==> src/rtl/pipe_stall_ctrl.sv <==
`default_nettype none
// ============================================================================
// Module   : pipe_stall_ctrl
// Purpose  : Pipeline enable/clear control, divider handshake and stall counter
//            for the 5-stage MIPS core.
// Revision : 1.0 - initial release
// ============================================================================
module pipe_stall_ctrl #(
    parameter int CNT_W = 32
) (
    input  logic             clk,
    input  logic             rst,
    input  logic             imem_stall,
    input  logic             lw_use,
    input  logic             div_req,
    input  logic             div_done,
    input  logic             dmem_stall,
    input  logic             except_flush,
    output logic             pc_en,
    output logic             en_d,
    output logic             en_e,
    output logic             en_m,
    output logic             en_w,
    output logic             clr_d,
    output logic             clr_e,
    output logic             clr_m,
    output logic             clr_w,
    output logic             div_start,
    output logic             div_abort,
    output logic [CNT_W-1:0] stall_cnt
);

    typedef enum logic [1:0] {
        c_RUN      = 2'd0,
        c_DIV_WAIT = 2'd1,
        c_DIV_DONE = 2'd2,
        c_EXC_PEND = 2'd3
    } state_t;

    localparam logic [CNT_W-1:0] c_CNT_ONE = {{(CNT_W-1){1'b0}}, 1'b1};

    state_t           r_state_q;
    state_t           w_state_d;
    logic [CNT_W-1:0] r_cnt_q;
    logic [CNT_W-1:0] w_cnt_d;
    logic             w_exc_take;
    logic             w_div_stall;

    assign w_exc_take  = (except_flush || (r_state_q == c_EXC_PEND)) && !dmem_stall;
    assign w_div_stall = ((r_state_q == c_DIV_WAIT) && !div_done) ||
                         ((r_state_q == c_RUN) && div_req);

    always_comb begin
        pc_en     = 1'b1;
        en_d      = 1'b1;
        en_e      = 1'b1;
        en_m      = 1'b1;
        en_w      = 1'b1;
        clr_d     = 1'b0;
        clr_e     = 1'b0;
        clr_m     = 1'b0;
        clr_w     = 1'b0;
        div_start = 1'b0;
        div_abort = 1'b0;
        w_state_d = r_state_q;

        if (rst) begin
            pc_en     = 1'b0;
            en_d      = 1'b0;
            en_e      = 1'b0;
            en_m      = 1'b0;
            en_w      = 1'b0;
            w_state_d = c_RUN;
        end else if (w_exc_take) begin
            clr_d     = 1'b1;
            clr_e     = 1'b1;
            clr_m     = 1'b1;
            clr_w     = 1'b1;
            div_abort = (r_state_q == c_DIV_WAIT);
            w_state_d = c_RUN;
        end else if (dmem_stall) begin
            pc_en = 1'b0;
            en_d  = 1'b0;
            en_e  = 1'b0;
            en_m  = 1'b0;
            clr_w = 1'b1;
            // A finished division blocked here must not be restarted by div_req.
            if (except_flush || (r_state_q == c_EXC_PEND)) begin
                w_state_d = c_EXC_PEND;
            end else if ((r_state_q == c_DIV_WAIT) && div_done) begin
                w_state_d = c_DIV_DONE;
            end
        end else if (w_div_stall) begin
            pc_en = 1'b0;
            en_d  = 1'b0;
            en_e  = 1'b0;
            clr_m = 1'b1;
            if (r_state_q == c_RUN) begin
                div_start = 1'b1;
                w_state_d = c_DIV_WAIT;
            end
        end else begin
            if ((r_state_q == c_DIV_WAIT) || (r_state_q == c_DIV_DONE)) begin
                w_state_d = c_RUN;
            end
            if (lw_use) begin
                pc_en = 1'b0;
                en_d  = 1'b0;
                clr_e = 1'b1;
            end else if (imem_stall) begin
                pc_en = 1'b0;
                clr_d = 1'b1;
            end
        end
    end

    always_comb begin
        w_cnt_d = r_cnt_q;
        if (!pc_en && (r_cnt_q != {CNT_W{1'b1}})) begin
            w_cnt_d = r_cnt_q + c_CNT_ONE;
        end
    end

    always_ff @(posedge clk) begin
        if (rst) begin
            r_state_q <= c_RUN;
            r_cnt_q   <= '0;
        end else begin
            r_state_q <= w_state_d;
            r_cnt_q   <= w_cnt_d;
        end
    end

    assign stall_cnt = r_cnt_q;

endmodule
`default_nettype wire

==> config.mk <==
export PLATFORM = sky130hd
export DESIGN_NAME = pipe_stall_ctrl
export DESIGN_NICKNAME = d
export VERILOG_FILES = /design/src/rtl/pipe_stall_ctrl.sv
export SDC_FILE = /design/constraint.sdc
export NUM_CORES = 1
export LEC_CHECK = 0
export ABC_AREA = 0
export CORE_MARGIN = 4
export CORE_UTILIZATION = 50
export CTS_CLUSTER_DIAMETER = 100
export DETAILED_ROUTE_END_ITERATION = 6
export PLACE_DENSITY = 0.83
export SETUP_SLACK_MARGIN = 0.3
export SLEW_MARGIN = 10
export SYNTH_ARGS = -nofsm -noshare
export SYNTH_HDL_FRONTEND = slang
export SYNTH_SLANG_ARGS = --single-unit
export TNS_END_PERCENT = 1
==> constraint.sdc <==
create_clock -name clk -period 7 [get_ports clk]
set_input_delay 1.75 -clock clk [delete_from_list [all_inputs] [get_ports clk]]
set_output_delay 1.75 -clock clk [all_outputs]
set_load 0.01 [all_outputs]
==> results of run 1 <==
## per-layer routing
metal  wire length, um  track usage, %
met5                 0               0
met4                67            6.26
met3               292            4.49
met2              2490            33.8
met1              2390            27.0
## registers in the layout, summed over array words and instances, names as in the netlist
signal / flops
stall_cnt: 32
r_state_q: 2
## worst max-delay path: cells and delay by family
kind	cells	cell delay [ns]
buf+inv	3	1.21
compound gates	2	0.29
simple gates	1	0.44
## synth_stat cells, drive strengths merged
master,number
a2111oi,1
a21oi,32
and2,1
and3,5
and4,2
buf,6
clkbuf,13
dfxtp,34
ha,4
inv,6
mux2,1
mux2i,1
nand2,22
nand3,8
nand3b,1
nand4,8
nor2,14
nor2b,3
nor3,2
nor4,5
nor4b,2
nor4bb,1
o2111ai,2
o211ai,3
o21a,6
o21ai,7
o311ai,1
o31a,1
o31ai,19
o41a,1
o41ai,5
or2,4
or3,5
or3b,1
or4,20
or4b,4
## per-stage QoR
| stage | util [%] | instance area, um^2 | setup WS, ns | power, uW | hold WS (ns) |
|---|---|---|---|---|---|
| 6_report | 69.0 | 2620 | 1.54 | 396 | 0.494 |
| 5_1_grt | 69.0 | 2620 | 1.42 | 416 | 0.524 |
| 4_1_cts | 69.0 | 2620 | 1.54 | 399 | 0.499 |
| 3_5_place_dp | 66.6 | 2530 | 1.56 | 251 | 0.489 |
| 3_3_place_gp | 66.6 | 2530 | 1.63 | 250 | 0.481 |
| 2_1_floorplan | - | 2030 | 2.17 | 231 | 0.466 |
## final timing paths
path / slack (ns) / depth (start not counted) / to
max: 1.54 / 6 / clr_d
min: 0.49 / 2 / stall_cnt[18]$_SDFFE_PP0P_
max reg2reg: 4.23 / 6 / stall_cnt[21]$_SDFFE_PP0P_
min reg2reg: 0.49 / 2 / stall_cnt[18]$_SDFFE_PP0P_
## layout make-up
class	instances	area, um^2
Clock buffer	7	86.3
Clock inverter	1	5.00
Fill cell	344	1180
Inverter	6	22.5
Multi-Input combinational cell	192	1240
Sequential cell	34	681
Tap cell	48	60.1
Timing Repair Buffer	54	531
## report_power, final
group          leakage [uW]  internal [uW]  switching, uW
registers          0.000275            196           3.56
clock network     0.0000482           79.3           69.7
logic              0.000499           22.2           24.9
total              0.000822            298           98.2
## cell families (layout without fill, tap and decap cells)
logic type	Yosys count	in the layout	synth area share (%)
muxes	2	2	1.23
AOI/OAI and AO/OA	78	78	24.8
buffers and inverters	25	68	5.61
DFF	34	34	33.5
adders and majority gates	4	4	2.47
and+or+nand+nor	108	108	32.3
==> metrics.txt, run 1 <==
# TYPE chip_impl_metric gauge
chip_impl_metric{name="post-place-cells",unit=""} 334
chip_impl_metric{name="worstMarginPinSlew",unit="ns"} 1.06
chip_impl_info{name="cpMaxStageDelayCell",value="clkdlybuf4s50_1"} 1
chip_impl_metric{name="fmax",unit="MHz"} 183
chip_impl_metric{name="gr_util_all_layers",unit="%"} 20.6
chip_impl_metric{name="final_cells",unit=""} 342
chip_impl_info{name="synth_area_leader_cell",value="dfxtp_1"} 1
chip_impl_metric{name="core_area",unit="um^2"} 3800
chip_impl_metric{name="grt_start_max_net_pins",unit=""} 38
chip_impl_metric{name="clock_latency",unit="ns"} 0.29
chip_impl_metric{name="fin_setup_tns",unit="ns"} 0
chip_impl_info{name="tritoncts",value="yes"} 1
chip_impl_metric{name="critical-path-max-stage-delay",unit="ns"} 0.55
chip_impl_metric{name="numPortBuffers",unit=""} 50
chip_impl_metric{name="synth_area",unit="um^2"} 2030
chip_impl_metric{name="drt-initial-drc-count",unit=""} 152
chip_impl_metric{name="cts_inserted_buffers",unit=""} 5
chip_impl_metric{name="row_count",unit=""} 22
chip_impl_metric{name="power.density",unit="nW/um^2"} 151
chip_impl_metric{name="cp_max_fo",unit=""} 10
chip_impl_metric{name="ctsResizeCount",unit=""} 0
chip_impl_metric{name="dp_hpwl",unit="mm"} 3.63
chip_impl_metric{name="detail_route.drc_violations",unit=""} 0
chip_impl_info{name="most-common-layout-cells",value="clkdlybuf4s50_1, dfxtp_1, a21oi_1"} 1
chip_impl_metric{name="route.detailed.wl_per_inst",unit="um"} 15.3
chip_impl_metric{name="synth.net_count",unit=""} 263
chip_impl_metric{name="critical_path_required",unit="ns"} 5.25
chip_impl_metric{name="detail_route.first_pass.iterations",unit=""} 4
chip_impl_metric{name="finalNetCount",unit=""} 305
chip_impl_metric{name="initial_utilization",unit="%"} 53.4
chip_impl_info{name="rsz0062_at_grt",value="no"} 1
chip_impl_metric{name="cap_violations",unit=""} 0
chip_impl_metric{name="antennaDiodeCount",unit=""} 0
chip_impl_metric{name="fin_crit_sh",unit="%"} 78.0
chip_impl_metric{name="cts_max_level",unit=""} 2
chip_impl_metric{name="route.vias.total",unit=""} 2176
chip_impl_metric{name="cp.arrival",unit="ns"} 3.71
chip_impl_metric{name="finalWeightedCongestion",unit=""} 0.827
chip_impl_metric{name="detail_route.wirelength",unit="mm"} 5.24
chip_impl_metric{name="max_slew_margin",unit="%"} 29.2
chip_impl_metric{name="postCtsHoldBufs",unit=""} 0
chip_impl_metric{name="die-height",unit="um"} 71.7
chip_impl_metric{name="synthCells",unit=""} 251
chip_impl_info{name="setup.worst_path.start_class",value="input pin"} 1
chip_impl_metric{name="cts.clk_slew.worst_paths",unit="ns"} 0.07
chip_impl_metric{name="grt_pass1_wl",unit="mm"} 8.71
chip_impl_metric{name="post_synth_num_cell_types",unit=""} 40
chip_impl_metric{name="globalRoute.totalOverflow",unit=""} 0
chip_impl_metric{name="num_io_pins",unit=""} 51
chip_impl_metric{name="antenna_violating_nets_remaining",unit=""} 0
chip_impl_metric{name="grt_antenna_before_repair",unit=""} 0
chip_impl_metric{name="yosys_register_bits",unit=""} 34
chip_impl_info{name="worst-setup-path-type",value="input pin to output pin"} 1
chip_impl_info{name="outcome",value="finished clean"} 1
chip_impl_metric{name="report.final.slew_viol_count",unit=""} 0
chip_impl_metric{name="synth-seq-area-share",unit="%"} 33.5
chip_impl_info{name="worst_min_path_start",value="stall_cnt[18]$_SDFFE_PP0P_"} 1
chip_impl_metric{name="power_leakage",unit="uW"} 0.000822
chip_impl_metric{name="post_route_cells_drive_above_1_share",unit="%"} 8.50
chip_impl_metric{name="finalHoldViolations",unit=""} 0
chip_impl_metric{name="synth-warning-count",unit=""} 0
chip_impl_metric{name="number_of_global_route_vias_before_repair",unit=""} 1940
chip_impl_metric{name="synthesis.area_per_instance",unit="um^2"} 8.09
chip_impl_metric{name="cts_sinks",unit=""} 34
chip_impl_metric{name="post-route-min-period",unit="ns"} 5.46
chip_impl_metric{name="die_x",unit="um"} 71.7
chip_impl_metric{name="vdd_drop_max",unit="mV"} 0.163
chip_impl_info{name="reg2reg_from",value="stall_cnt[19]$_SDFFE_PP0P_"} 1
chip_impl_info{name="layout_commonest_cell",value="clkdlybuf4s50_1"} 1
chip_impl_info{name="timing.critical_path.from",value="dmem_stall"} 1
chip_impl_metric{name="max-clock-path-buffers",unit=""} 2
chip_impl_metric{name="syn2layout_area_growth",unit="%"} 29.2
chip_impl_info{name="timing.critical_path.to_type",value="output pin"} 1
chip_impl_metric{name="die_area",unit="um^2"} 5140
chip_impl_info{name="root_buffer",value="clkbuf_8"} 1
chip_impl_info{name="holdCritPathClass",value="register to register"} 1
chip_impl_metric{name="count_of_buffers_added_by_post_cts_timing_repair_for_setup",unit=""} 0
chip_impl_metric{name="route.detailed.vias_per_inst",unit=""} 6.36
chip_impl_metric{name="finClkSkew",unit="ns"} 0.00550
chip_impl_info{name="timing.critical_path.cells",value="clkdlybuf4s50_1 -> or2_2 -> inv_1 -> o21a_1 -> o21a_1 -> clkdlybuf4s50_1"} 1
chip_impl_metric{name="synth_largest_type_area_fraction",unit="%"} 33.5
chip_impl_metric{name="setup_viol",unit=""} 0
chip_impl_info{name="netlist_top_cells_area",value="dfxtp_1, a21oi_1, o31ai_1"} 1
Note: power is estimated with default switching activity, not from simulation.
==> run 2, diff against run 1 <==
--- a/config.mk
+++ b/config.mk
@@ -7,10 +7,10 @@
 export LEC_CHECK = 0
 export ABC_AREA = 0
 export CORE_MARGIN = 4
-export CORE_UTILIZATION = 50
+export CORE_UTILIZATION = 44
 export CTS_CLUSTER_DIAMETER = 100
 export DETAILED_ROUTE_END_ITERATION = 6
-export PLACE_DENSITY = 0.83
+export PLACE_DENSITY = 0.78
 export SETUP_SLACK_MARGIN = 0.3
 export SLEW_MARGIN = 10
 export SYNTH_ARGS = -nofsm -noshare
==> constraint.sdc (replaced) <==
create_clock -name clk -period 4.7 [get_ports clk]
set_input_delay 1.175 -clock clk [delete_from_list [all_inputs] [get_ports clk]]
set_output_delay 1.175 -clock clk [all_outputs]
set_load 0.01 [all_outputs]
==> metrics.txt, run 2 (synthesized netlist as in run 1, its figures left out) <==
# TYPE chip_impl_metric gauge
chip_impl_metric{name="antennaDiodeCount",unit=""} 0
chip_impl_metric{name="ctsResizeCount",unit=""} 0
chip_impl_metric{name="cp.arrival",unit="ns"} 3.06
chip_impl_metric{name="post_dp_cell_area",unit="um^2"} 2540
chip_impl_metric{name="hold-worst-slack",unit="ns"} 0.487
chip_impl_metric{name="clock_latency",unit="ns"} 0.27
chip_impl_info{name="worst-setup-path-type",value="input pin to output pin"} 1
chip_impl_metric{name="die_x",unit="um"} 75.9
chip_impl_metric{name="detail_route.drc_violations",unit=""} 0
chip_impl_metric{name="fin_crit_sh",unit="%"} 90.1
chip_impl_info{name="reg2reg_from",value="stall_cnt[19]$_SDFFE_PP0P_"} 1
chip_impl_info{name="worst_min_path_start",value="stall_cnt[18]$_SDFFE_PP0P_"} 1
chip_impl_metric{name="dp_hpwl",unit="mm"} 3.72
chip_impl_metric{name="gr_util_all_layers",unit="%"} 18.2
chip_impl_metric{name="worstMarginPinSlew",unit="ns"} 1.08
chip_impl_metric{name="die-height",unit="um"} 75.9
chip_impl_metric{name="comb_power_share",unit="%"} 12.3
chip_impl_info{name="holdCritPathClass",value="register to register"} 1
chip_impl_metric{name="num_io_pins",unit=""} 51
chip_impl_metric{name="die_area",unit="um^2"} 5760
chip_impl_metric{name="fillers",unit=""} 421
chip_impl_metric{name="cp_max_fo",unit=""} 10
chip_impl_info{name="hold_worst_path_end",value="stall_cnt[18]$_SDFFE_PP0P_"} 1
chip_impl_metric{name="setup_viol",unit=""} 0
chip_impl_metric{name="cellInternalPower",unit="uW"} 427
chip_impl_metric{name="power.sequential.fraction",unit="%"} 52.8
chip_impl_metric{name="power.density",unit="nW/um^2"} 216
chip_impl_metric{name="cts_sinks",unit=""} 34
chip_impl_info{name="outcome",value="finished clean"} 1
chip_impl_metric{name="grt_pass1_wl",unit="mm"} 9.08
chip_impl_metric{name="cap_violations",unit=""} 0
chip_impl_metric{name="detail_route.first_pass.iterations",unit=""} 4
chip_impl_metric{name="max_slew_margin",unit="%"} 27.6
chip_impl_metric{name="cts_max_level",unit=""} 2
chip_impl_metric{name="numPortBuffers",unit=""} 50
chip_impl_metric{name="route.vias.total",unit=""} 2140
chip_impl_metric{name="core_area",unit="um^2"} 4410
chip_impl_metric{name="largest_reg_flops",unit=""} 32
chip_impl_info{name="tritoncts",value="yes"} 1
chip_impl_info{name="root_buffer",value="clkbuf_8"} 1
chip_impl_metric{name="finClkSkew",unit="ns"} 0.00664
chip_impl_metric{name="worstRegToRegCells",unit=""} 6
chip_impl_metric{name="row_count",unit=""} 24
chip_impl_metric{name="grt_start_max_net_pins",unit=""} 38
chip_impl_metric{name="drt-initial-drc-count",unit=""} 129
chip_impl_metric{name="max-clock-path-buffers",unit=""} 2
chip_impl_metric{name="count_of_buffers_added_by_post_cts_timing_repair_for_setup",unit=""} 0
chip_impl_metric{name="post_route_cells_drive_above_1_share",unit="%"} 7.85
chip_impl_metric{name="globalRoute.totalOverflow",unit=""} 0
chip_impl_metric{name="number_of_global_route_vias_before_repair",unit=""} 1934
chip_impl_metric{name="power.switching_fraction",unit="%"} 24.2
chip_impl_metric{name="grt_antenna_before_repair",unit=""} 0
chip_impl_metric{name="fmax",unit="MHz"} 236
chip_impl_metric{name="vdd_drop_max",unit="mV"} 0.165
chip_impl_metric{name="post-route-min-period",unit="ns"} 4.24
chip_impl_metric{name="finalNetCount",unit=""} 305
chip_impl_metric{name="seq_area",unit="um^2"} 681
chip_impl_metric{name="detail_route.wirelength",unit="mm"} 5.19
chip_impl_info{name="crit-reg2reg-capture",value="stall_cnt[6]$_SDFFE_PP0P_"} 1
chip_impl_metric{name="postCtsHoldBufs",unit=""} 0
chip_impl_metric{name="syn2layout_area_growth",unit="%"} 28.7
chip_impl_info{name="rsz0062_at_grt",value="no"} 1
chip_impl_metric{name="multi_input_area",unit="um^2"} 1240
chip_impl_info{name="setup.worst_path.start_class",value="input pin"} 1
chip_impl_metric{name="finalHoldViolations",unit=""} 0
chip_impl_metric{name="setup.reg_to_reg.worst_slack",unit="ns"} 2.00
chip_impl_metric{name="antenna_violating_nets_remaining",unit=""} 0
chip_impl_metric{name="initial_utilization",unit="%"} 46.0
chip_impl_info{name="timing.critical_path.from",value="dmem_stall"} 1
chip_impl_metric{name="cts_inserted_buffers",unit=""} 5
chip_impl_metric{name="post-place-cells",unit=""} 338
chip_impl_metric{name="finalCoreUtilization",unit="%"} 59.2
chip_impl_info{name="timing.critical_path.to_type",value="output pin"} 1
chip_impl_metric{name="route.detailed.wl_per_inst",unit="um"} 15.0
chip_impl_metric{name="p_sw",unit="uW"} 136
chip_impl_metric{name="clock_power_share",unit="%"} 34.9
chip_impl_metric{name="final_cells",unit=""} 345
chip_impl_metric{name="report.final.slew_viol_count",unit=""} 0
chip_impl_metric{name="min_delay_path_depth",unit=""} 2
chip_impl_metric{name="finalWeightedCongestion",unit=""} 0.803
chip_impl_metric{name="critical_path_required",unit="ns"} 3.52
chip_impl_metric{name="cts.clk_slew.worst_paths",unit="ns"} 0.07
chip_impl_info{name="layout_commonest_cell",value="clkdlybuf4s50_1"} 1
chip_impl_metric{name="fin_setup_tns",unit="ns"} 0
chip_impl_metric{name="route.detailed.vias_per_inst",unit=""} 6.20
chip_impl_metric{name="final_cell_area",unit="um^2"} 2610
chip_impl_metric{name="power_leakage",unit="uW"} 0.000812
chip_impl_info{name="most-common-layout-cells",value="clkdlybuf4s50_1, dfxtp_1, a21oi_1"} 1
[run 2: changes by cell type in the layout (fill, tap and decap cells not counted)]
cell,previous run,this run
clkinv_2,1,0
clkbuf_8,6,5
clkbuf_1,1,2
[run 2: power groups by stage]
stage	registers (uW)	clock network (uW)	logic (uW)
6_report	297	197	69.2
5_1_grt	298	218	77.5
4_1_cts	297	204	69.9
3_5_place_dp	304	0	69.5
3_3_place_gp	304	0	68.2
2_1_floorplan	304	0	39.8
[run 2: worst max-delay path: stages]
cell,delay [ns]
clkdlybuf4s50_1,0.53
or2_2,0.43
inv_1,0.13
o21a_1,0.15
o21a_1,0.12
clkdlybuf4s50_1,0.52
[run 2: final cells by class]
| cell class | instances | share of cell area (%) |
|---|---|---|
| multi-input cells | 192 | 47.4 |
| flip-flops and latches | 34 | 26.1 |
| clock buffers | 7 | 2.92 |
| well taps | 52 | 2.49 |
| repair buffers | 54 | 20.3 |
| inverters | 6 | 0.862 |
[run 2: how the worst max path moves through the flow]
| stage | end | cells past startpoint |
|---|---|---|
| after floorplan | pc_en | 6 |
| after global placement | clr_d | 6 |
| after detailed placement | clr_d | 6 |
| after CTS | clr_d | 6 |
| after global routing | clr_d | 6 |
| final | clr_d | 6 |
[run 2: layer usage]
metal	track usage, %	share of wire [%]	routed length, um
met5	0	0	0
met3	4.98	5.7	294
met4	6.58	1.5	76
met1	23.6	44	2300
met2	28.9	49	2520
[run 2: metrics by stage]
stage	power (uW)	setup WS [ns]
final	563	0.465
after global routing	594	0.347
after CTS	572	0.452
after detailed placement	373	0.463
after global placement	372	0.483
after floorplan	344	1.02
==> run 3, diff against run 2 <==
--- a/config.mk
+++ b/config.mk
@@ -6,12 +6,13 @@
 export NUM_CORES = 1
 export LEC_CHECK = 0
 export ABC_AREA = 0
+export CORE_ASPECT_RATIO = 0.6
 export CORE_MARGIN = 4
 export CORE_UTILIZATION = 44
 export CTS_CLUSTER_DIAMETER = 100
 export DETAILED_ROUTE_END_ITERATION = 6
 export PLACE_DENSITY = 0.78
-export SETUP_SLACK_MARGIN = 0.3
+export SETUP_SLACK_MARGIN = 0.05
 export SLEW_MARGIN = 10
 export SYNTH_ARGS = -nofsm -noshare
 export SYNTH_HDL_FRONTEND = slang
==> metrics.txt, run 3 (synthesized netlist as in run 1, its figures left out) <==
# TYPE chip_impl_metric gauge
chip_impl_metric{name="dp_hpwl",unit="mm"} 3.81
chip_impl_metric{name="cts_sinks",unit=""} 34
chip_impl_metric{name="fin_setup_tns",unit="ns"} 0
chip_impl_metric{name="post-route-worst-setup-slack",unit="ns"} 0.501
chip_impl_metric{name="largest_reg_flops",unit=""} 32
chip_impl_metric{name="die-height",unit="um"} 60.6
chip_impl_metric{name="cp.arrival",unit="ns"} 3.02
chip_impl_metric{name="report.final.slew_viol_count",unit=""} 0
chip_impl_metric{name="gr_util_all_layers",unit="%"} 20.3
chip_impl_metric{name="post-route-min-period",unit="ns"} 4.20
chip_impl_info{name="root_buffer",value="clkbuf_8"} 1
chip_impl_metric{name="cts.clk_slew.worst_paths",unit="ns"} 0.07
chip_impl_metric{name="num_io_pins",unit=""} 51
chip_impl_metric{name="fillers",unit=""} 396
chip_impl_metric{name="setup_viol",unit=""} 0
chip_impl_info{name="critical-path-top-cell-by-count",value="clkdlybuf4s50_1"} 1
chip_impl_metric{name="dpl_worst_slack",unit="ns"} 0.504
chip_impl_metric{name="finClkSkew",unit="ns"} 0.00432
chip_impl_metric{name="clock_latency",unit="ns"} 0.28
chip_impl_metric{name="vdd_drop_max",unit="mV"} 0.126
chip_impl_metric{name="numPortBuffers",unit=""} 50
chip_impl_metric{name="route.detailed.wl_per_inst",unit="um"} 15.5
chip_impl_metric{name="power_leakage",unit="uW"} 0.000836
chip_impl_metric{name="fmax",unit="MHz"} 238
chip_impl_info{name="timing.critical_path.cells",value="clkdlybuf4s50_1 -> and2_1 -> o41a_1 -> nor2_2 -> clkdlybuf4s50_1"} 1
chip_impl_metric{name="max_slew_margin",unit="%"} 27.9
chip_impl_info{name="timing.critical_path.to_type",value="output pin"} 1
chip_impl_info{name="most-common-layout-cells",value="clkdlybuf4s50_1, dfxtp_1, a21oi_1"} 1
chip_impl_metric{name="route.vias.total",unit=""} 2151
chip_impl_metric{name="die_x",unit="um"} 95.7
chip_impl_metric{name="grt_pass1_wl",unit="mm"} 9.26
chip_impl_metric{name="count_of_buffers_added_by_post_cts_timing_repair_for_setup",unit=""} 0
chip_impl_metric{name="route.detailed.vias_per_inst",unit=""} 6.04
chip_impl_metric{name="finalHoldViolations",unit=""} 0
chip_impl_metric{name="antenna_violating_nets_remaining",unit=""} 0
chip_impl_metric{name="critical_path_required",unit="ns"} 3.52
chip_impl_metric{name="detail_route.first_pass.iterations",unit=""} 5
chip_impl_metric{name="antennaDiodeCount",unit=""} 0
chip_impl_metric{name="number_of_global_route_vias_before_repair",unit=""} 1915
chip_impl_metric{name="critical-path-max-stage-delay",unit="ns"} 0.56
chip_impl_metric{name="core_area",unit="um^2"} 4280
chip_impl_info{name="worst-setup-path-type",value="input pin to output pin"} 1
chip_impl_metric{name="final_cells",unit=""} 356
chip_impl_info{name="tritoncts",value="yes"} 1
chip_impl_info{name="outcome",value="finished clean"} 1
chip_impl_metric{name="die_area",unit="um^2"} 5800
chip_impl_metric{name="postCtsHoldBufs",unit=""} 0
chip_impl_metric{name="fin_crit_sh",unit="%"} 89.3
chip_impl_info{name="cpMaxStageDelayCell",value="clkdlybuf4s50_1"} 1
chip_impl_metric{name="post-place-cells",unit=""} 348
chip_impl_metric{name="ctsResizeCount",unit=""} 0
chip_impl_metric{name="detail_route.drc_violations",unit=""} 0
chip_impl_metric{name="post_route_cells_drive_above_1_share",unit="%"} 8.78
chip_impl_metric{name="cts_max_level",unit=""} 2
chip_impl_metric{name="detail_route.wirelength",unit="mm"} 5.53
chip_impl_info{name="setup.worst_path.start_class",value="input pin"} 1
chip_impl_metric{name="grt_start_max_net_pins",unit=""} 38
chip_impl_info{name="rsz0062_at_grt",value="no"} 1
chip_impl_info{name="holdCritPathClass",value="register to register"} 1
chip_impl_metric{name="globalRoute.totalOverflow",unit=""} 0
chip_impl_metric{name="worstMarginPinSlew",unit="ns"} 1.08
chip_impl_metric{name="cp_max_fo",unit=""} 6
chip_impl_metric{name="grt_antenna_before_repair",unit=""} 0
chip_impl_metric{name="row_count",unit=""} 18
chip_impl_metric{name="cts_inserted_buffers",unit=""} 5
chip_impl_metric{name="drt-initial-drc-count",unit=""} 106
chip_impl_metric{name="finalNetCount",unit=""} 307
chip_impl_metric{name="finalCoreUtilization",unit="%"} 62.3
chip_impl_metric{name="power.density",unit="nW/um^2"} 238
chip_impl_metric{name="initial_utilization",unit="%"} 47.4
chip_impl_info{name="layout_commonest_cell",value="clkdlybuf4s50_1"} 1
chip_impl_metric{name="finalWeightedCongestion",unit=""} 0.851
chip_impl_metric{name="max-clock-path-buffers",unit=""} 2
chip_impl_metric{name="cap_violations",unit=""} 0
chip_impl_metric{name="syn2layout_area_growth",unit="%"} 31.4
[run 3: cell types whose count changed in the layout (fill, tap and decap cells not counted), sizes merged]
cell	delta
bufinv	+1
buf	+2
[run 3: worst paths after layout]
check | end | start | slack (ns) | cells past startpoint
max reg2reg | stall_cnt[6]$_SDFFE_PP0P_ | stall_cnt[19]$_SDFFE_PP0P_ | 2.09 | 6
min reg2reg | stall_cnt[18]$_SDFFE_PP0P_ | stall_cnt[18]$_SDFFE_PP0P_ | 0.50 | 2
max | pc_en | div_req | 0.50 | 5
min | stall_cnt[18]$_SDFFE_PP0P_ | stall_cnt[18]$_SDFFE_PP0P_ | 0.50 | 2
[run 3: final cells by class]
class	instances	area, um^2	area share (%)
clock buffer	7	76.3	2.86
multi-input combinational	192	1240	46.4
clock inverter	1	30.0	1.13
tap	60	75.1	2.81
sequential	34	681	25.5
timing repair buffer	56	546	20.5
inverter	6	22.5	0.844
[run 3: worst max-delay path, delay by kind of cell]
kind                   cells  cell delay (ns)
AO/OA/AOI/OAI              1             0.48
AND/OR/NAND/NOR            2             0.38
buffers and inverters      2             0.98
[run 3: power by group]
| part | total (uW) | switching (uW) | internal (uW) | leakage (uW) |
|---|---|---|---|---|
| Sequential | 298 | 5.47 | 292 | 0.000275 |
| Combinational | 72.8 | 38.1 | 34.6 | 0.000509 |
| Clock | 266 | 107 | 159 | 0.0000524 |
[run 3: per-layer routing]
layer,GRT usage (%),vias up,part of all wire (%)
met4,4.66,0,1.3
met5,0,-,0
met1,30.5,1003,51
met3,4.83,11,6.6
met2,29.3,71,41
li1,-,1066,-
[run 3: metrics by stage]
stage	instance area, um^2	hold slack (ns)	total power [uW]
finish	2670	0.496	636
global route	2670	0.522	659
CTS	2670	0.496	640
detailed placement	2560	0.484	376
global placement	2560	0.475	375
floorplan	2030	0.466	344
